`src/rtl/fft16_radix4_ctrl.sv`:
```
// In-place 16-point radix-4 DIT FFT sequencer: walks 2 stages x 4 butterflies over an
// external sync RAM, feeding one shared combinational butterfly and writing results back.
module fft16_radix4_ctrl #(
  parameter int WIDTH = 24
) (
  input  logic             clk,
  input  logic             rst,
  input  logic             start,
  output logic             busy,
  output logic             done,
  output logic [3:0]       mem_raddr,
  input  logic [WIDTH-1:0] mem_rdata,
  output logic             mem_we,
  output logic [3:0]       mem_waddr,
  output logic [WIDTH-1:0] mem_wdata,
  output logic [WIDTH-1:0] bf_a,
  output logic [WIDTH-1:0] bf_b,
  output logic [WIDTH-1:0] bf_c,
  output logic [WIDTH-1:0] bf_d,
  output logic [3:0]       tw_k1,
  output logic [3:0]       tw_k2,
  output logic [3:0]       tw_k3,
  input  logic [WIDTH-1:0] bf_out0,
  input  logic [WIDTH-1:0] bf_out1,
  input  logic [WIDTH-1:0] bf_out2,
  input  logic [WIDTH-1:0] bf_out3,
  output logic [2:0]       dbg_state
);

  typedef enum logic [2:0] {
    S_IDLE  = 3'd0,
    S_RD    = 3'd1,
    S_RLAST = 3'd2,
    S_CALC  = 3'd3,
    S_WR    = 3'd4,
    S_DONE  = 3'd5
  } state_t;

  state_t           state, state_nx;
  logic [1:0]       cnt, cnt_nx;
  logic [1:0]       bfly, bfly_nx;
  logic             stage, stage_nx;
  logic [3:0]       addr;
  logic [3:0]       j4, tw1_nx, tw2_nx, tw3_nx;
  logic [WIDTH-1:0] res [4];

  // Handshake: start is a request sampled only in IDLE; while busy (or in the DONE
  // cycle) start is dropped, so the requester must hold or re-pulse it once idle.

  // Stage 0 groups adjacent samples (4g+n), stage 1 strides by 4 (j+4n).
  assign addr = stage ? {cnt, bfly} : {bfly, cnt};

  assign j4     = {2'b00, bfly};
  assign tw1_nx = stage ? j4 : 4'd0;
  assign tw2_nx = stage ? (j4 << 1) : 4'd0;
  assign tw3_nx = stage ? (j4 + (j4 << 1)) : 4'd0;

  always_ff @(posedge clk or posedge rst) begin
    if (rst) begin
      state <= S_IDLE;
      cnt   <= 2'd0;
      bfly  <= 2'd0;
      stage <= 1'b0;
    end else begin
      state <= state_nx;
      cnt   <= cnt_nx;
      bfly  <= bfly_nx;
      stage <= stage_nx;
    end
  end

  always_comb begin
    state_nx = state;
    cnt_nx   = cnt;
    bfly_nx  = bfly;
    stage_nx = stage;
    case (state)
      S_IDLE: begin
        if (start) begin
          state_nx = S_RD;
          cnt_nx   = 2'd0;
          bfly_nx  = 2'd0;
          stage_nx = 1'b0;
        end
      end
      S_RD: begin
        cnt_nx = cnt + 2'd1;
        if (cnt == 2'd3) state_nx = S_RLAST;
      end
      S_RLAST: state_nx = S_CALC;
      S_CALC: begin
        state_nx = S_WR;
        cnt_nx   = 2'd0;
      end
      S_WR: begin
        cnt_nx = cnt + 2'd1;
        if (cnt == 2'd3) begin
          bfly_nx  = bfly + 2'd1;
          state_nx = S_RD;
          if (bfly == 2'd3) begin
            stage_nx = ~stage;
            if (stage) state_nx = S_DONE;
          end
        end
      end
      S_DONE:  state_nx = S_IDLE;
      default: state_nx = S_IDLE;
    endcase
  end

  always_comb begin
    busy      = (state != S_IDLE) && (state != S_DONE);
    done      = (state == S_DONE);
    mem_raddr = (state == S_RD) ? addr : 4'd0;
    mem_we    = (state == S_WR);
    mem_waddr = (state == S_WR) ? addr : 4'd0;
    mem_wdata = (state == S_WR) ? res[cnt] : '0;
    dbg_state = state;
  end

  // RAM read latency is one cycle, so the sample addressed in RD cnt n lands at cnt n+1.
  always_ff @(posedge clk or posedge rst) begin
    if (rst) begin
      bf_a  <= '0;
      bf_b  <= '0;
      bf_c  <= '0;
      bf_d  <= '0;
      tw_k1 <= 4'd0;
      tw_k2 <= 4'd0;
      tw_k3 <= 4'd0;
      for (int i = 0; i < 4; i++) res[i] <= '0;
    end else begin
      case (state)
        S_RD: begin
          case (cnt)
            2'd1:    bf_a <= mem_rdata;
            2'd2:    bf_b <= mem_rdata;
            2'd3:    bf_c <= mem_rdata;
            default: ;
          endcase
        end
        S_RLAST: begin
          bf_d  <= mem_rdata;
          tw_k1 <= tw1_nx;
          tw_k2 <= tw2_nx;
          tw_k3 <= tw3_nx;
        end
        S_CALC: begin
          res[0] <= bf_out0;
          res[1] <= bf_out1;
          res[2] <= bf_out2;
          res[3] <= bf_out3;
        end
        default: ;
      endcase
    end
  end

endmodule

```
`config.mk`:
```
export PLATFORM = sky130hd
export DESIGN_NAME = fft16_radix4_ctrl
export DESIGN_NICKNAME = d
export VERILOG_FILES = /design/src/rtl/fft16_radix4_ctrl.sv
export SDC_FILE = /design/constraint.sdc
export NUM_CORES = 1
export LEC_CHECK = 0
export CAP_MARGIN = 5
export CORE_ASPECT_RATIO = 1.1
export CORE_MARGIN = 4
export CORE_UTILIZATION = 35
export CTS_BUF_LIST = sky130_fd_sc_hd__clkbuf_4
export DETAILED_ROUTE_END_ITERATION = 12
export PLACE_DENSITY = 0.61
export SYNTH_ARGS = -nofsm -noshare
export SYNTH_HDL_FRONTEND = slang
export SYNTH_SLANG_ARGS = --single-unit
```
`constraint.sdc`:
```
create_clock -name clk -period 10.6 [get_ports clk]
set_clock_uncertainty 0.2 [all_clocks]
set_input_delay 2.12 -clock clk [delete_from_list [all_inputs] [get_ports clk]]
set_output_delay 2.12 -clock clk [all_outputs]
set_load 0.05 [all_outputs]
```
==> results.py <==
metrics = {
    "die": {
        "die_width_um": 160,
        "initial_core_util_pct": 35.4,
        "io_pins": 269,
        "core-area_um2": 25200,
        "die-area_um2": 28100,
        "die_h_um": 175,
        "rows": 61,
    },
    "placed_design": {
        "place_inst": 1116,
        "placed_area_um2": 11700,
        "dp_hpwl_um": 15500,
        "io_buffers": 264,
        "gp_congestion": 0.818,
    },
    "cells_and_area": {
        "fin_cells": 1207,
        "regArea_um2": 5130,
        "fin_nets": 986,
        "fin_area_um2": 12400,
        "syn_to_final_growth_pct": 39.3,
        "fill_cells": 2150,
        "final_layout_size_suffix_gt1_share_pct": 34.9,
        "multiInputGateArea_um2": 3460,
    },
    "routing": {
        "postRouteWirelength_um": 22300,
        "avgRoutedWirePerCell_um": 18.5,
        "antenna_left": 0,
        "drc": 0,
        "routed-via-count": 5815,
        "drtIter0Drc": 202,
        "firstDrtPassIters": 4,
        "avgViaCountPerCell": 4.82,
    },
    "clock_tree": {
        "post_cts_resized": 0,
        "cts.sinks": 205,
        "cts.reportedPaths.clkPinSlew_ns": 0.06,
        "h-tree-depth": 2,
        "cts_setup_buffers": 0,
        "cts_tree": "done",
        "cts_made_buffers": 54,
        "clk_latency_ns": 0.62,
        "clk_path_buf_depth": 3,
        "cts_hold_buf": 0,
        "cts_root_buf": "clkbuf_4",
    },
    "timing": {
        "rsz0062_at_grt": "false",
        "whs_ns": 0.287,
        "fmax_ghz": 0.174,
        "hold_viol": 0,
        "slew_violations": 0,
        "worst_pin_slew_ns": 1.07,
        "maxSlewHeadroom_pct": 28.8,
        "setup_viol": 0,
        "min_period_ns": 5.73,
        "tns_ns": 0,
        "fin_crit_sh_pct": 54.1,
    },
    "setup_path": {
        "end_kind": "output pin",
        "cp.required_ns": 8.28,
        "critPathSlowestCell": "clkdlybuf4s50_1",
        "arrival_ns": 3.41,
        "max_stage_delay_ns": 0.82,
        "crit_path_cell_trace": "and2b_1 > nand2b_1 > inv_1 > and2_1 > clkdlybuf4s50_1",
        "cp_num_buf_inv": 2,
        "crit_path_start_kind": "flip-flop",
        "path_max_fanout": 28,
        "critical_path_class": "flip-flop to output pin",
        "cp_top_family": "buffers and inverters",
    },
    "synth": {
        "synth_cells": 568,
        "synth.most_common_cell": "dfrtp_1",
        "ys_types": 36,
        "yosysTopAreaCellShare_pct": 57.6,
        "synth_flop_cell": "dfrtp_1",
        "async_flop_share_pct": 100,
        "yosys_register_bits": 205,
        "ys_seq_area_share_pct": 57.6,
        "syn_avg_cell_area_um2": 15.7,
        "yosys_warnings": 0,
        "synth-edff-count": 0,
        "syn_area_um2": 8910,
        "synth.area.top_cells": "dfrtp_1 (58%), mux2_2 (20%), mux4_2 (6.1%), mux2_4 (4.9%), and2_1 (1.9%)",
        "synth_area_leader_cell": "dfrtp_1",
        "synth.top_cells.by_count": "dfrtp_1 (205), mux2_2 (161), mux2_4 (29)",
    },
    "global_routing": {
        "grt_usage_pct": 15.7,
        "overflow": 0,
        "grt_pass1_vias": 6562,
        "grt_pass1_wl_um": 35700,
        "grt_max_degree": 153,
        "antenna_found_initial": 2,
    },
    "power_and_ir_drop": {
        "p_leak_nw": 5.21,
        "irDropWorstVdd_mv": 0.0692,
        "powerDensity_nw_per_um2": 141,
    },
    "outcome": {
        "status": "finished, final reports clean",
    },
    "worst_hold_path": {
        "hold_class": "flip-flop to flip-flop",
    },
    "run": {
        "maxCapViolations": 0,
    },
}
[state kept, by name (all words and copies together) (netlist names)]
signal and cells:
res 96, bf_a 24, bf_b 24, bf_c 24
bf_d 24, tw_k3 4, dbg_state 3, bfly 2
cnt 2, stage 1, tw_k2 1
[per-stage QoR]
stage	setup slack (ns)	power, W	utilization [%]
after detailed placement	5.52	0.00109	46.6
after floorplan	2.68	0.000978	-
after global placement	5.65	0.00108	46.6
final	4.87	0.00176	49.3
after global routing	4.58	0.00185	49.3
after CTS	4.80	0.00179	49.3
[layout by cell type (no fill, tap or decap), types with 2 or more instances in the layout]
| master | n |
|---|---|
| nand2_1 | 5 |
| clkinv_1 | 5 |
| nand3_1 | 4 |
| mux2i_1 | 8 |
| nor3_1 | 2 |
| mux2_1 | 2 |
| ha_1 | 6 |
| clkdlybuf4s50_1 | 264 |
| a21oi_1 | 3 |
| conb_1 | 4 |
| mux2_2 | 161 |
| buf_4 | 7 |
| mux2_4 | 29 |
| nor2_1 | 12 |
| nand2b_1 | 2 |
| o21ai_0 | 9 |
| dfrtp_1 | 204 |
| nand3b_1 | 2 |
| clkbuf_4 | 84 |
| inv_1 | 11 |
| and2_1 | 27 |
| mux4_2 | 24 |
[per-layer routing]
metal  vias to the layer above  part of all wire (%)  global-route usage, %  routed length (um)
li1                       2610                     -                      -                   -
met1                      2889                    42                   19.3                9450
met2                       273                    45                   24.6               10100
met3                        41                    11                   7.46                2400
met4                         2                   1.8                   4.80                 398
met5                         -                 0.058                      0                  13
[path summary, 6_finish.rpt]
kind,from,endpoint,slack [ns],cells past startpoint
min,bf_d[17]$_DFFE_PP0P_,bf_d[17]$_DFFE_PP0P_,0.29,1
max,dbg_state[2]$_DFFE_PP0P_,mem_wdata[5],4.87,5
max in group asynchronous,rst,res[25]$_DFFE_PP0N_,6.85,3
max reg2reg,cnt[0]$_DFFE_PP0P_,bf_c[6]$_DFFE_PP0P_,7.82,4
min reg2reg,bf_d[17]$_DFFE_PP0P_,bf_d[17]$_DFFE_PP0P_,0.29,1
min in group asynchronous,rst,bf_a[6]$_DFFE_PP0P_,1.94,2
[power by group]
part | internal (W) | total, W | switching (W)
clock network | 0.000378 | 0.000687 | 0.000309
logic | 0.000107 | 0.000228 | 0.000120
registers | 0.000820 | 0.000841 | 0.0000205
total | 0.00131 | 0.00176 | 0.000449
[cell families (layout without fill, tap and decap cells)]
group	count (synthesis)	after routing	synth area share, %
muxes	224	224	32.4
DFF	205	205	57.6
AOI/OAI and AO/OA	17	17	1.15
buffers and inverters	53	373	3.83
and+or+nand+nor	61	61	4.04
xor gates and xnor gates	1	1	0.0983
other	1	5	0.0421
adders and majority gates	6	6	0.842
[cell type report]
type / count / area share, %
Antenna cell: 1 / 0.0202
Tap cell: 315 / 3.18
Multi-Input combinational cell: 313 / 27.9
Inverter: 12 / 0.423
Clock inverter: 6 / 0.393
Clock buffer: 84 / 5.08
Sequential cell: 205 / 41.3
Timing Repair Buffer: 271 / 21.7
(Power assumes the default switching activity.)
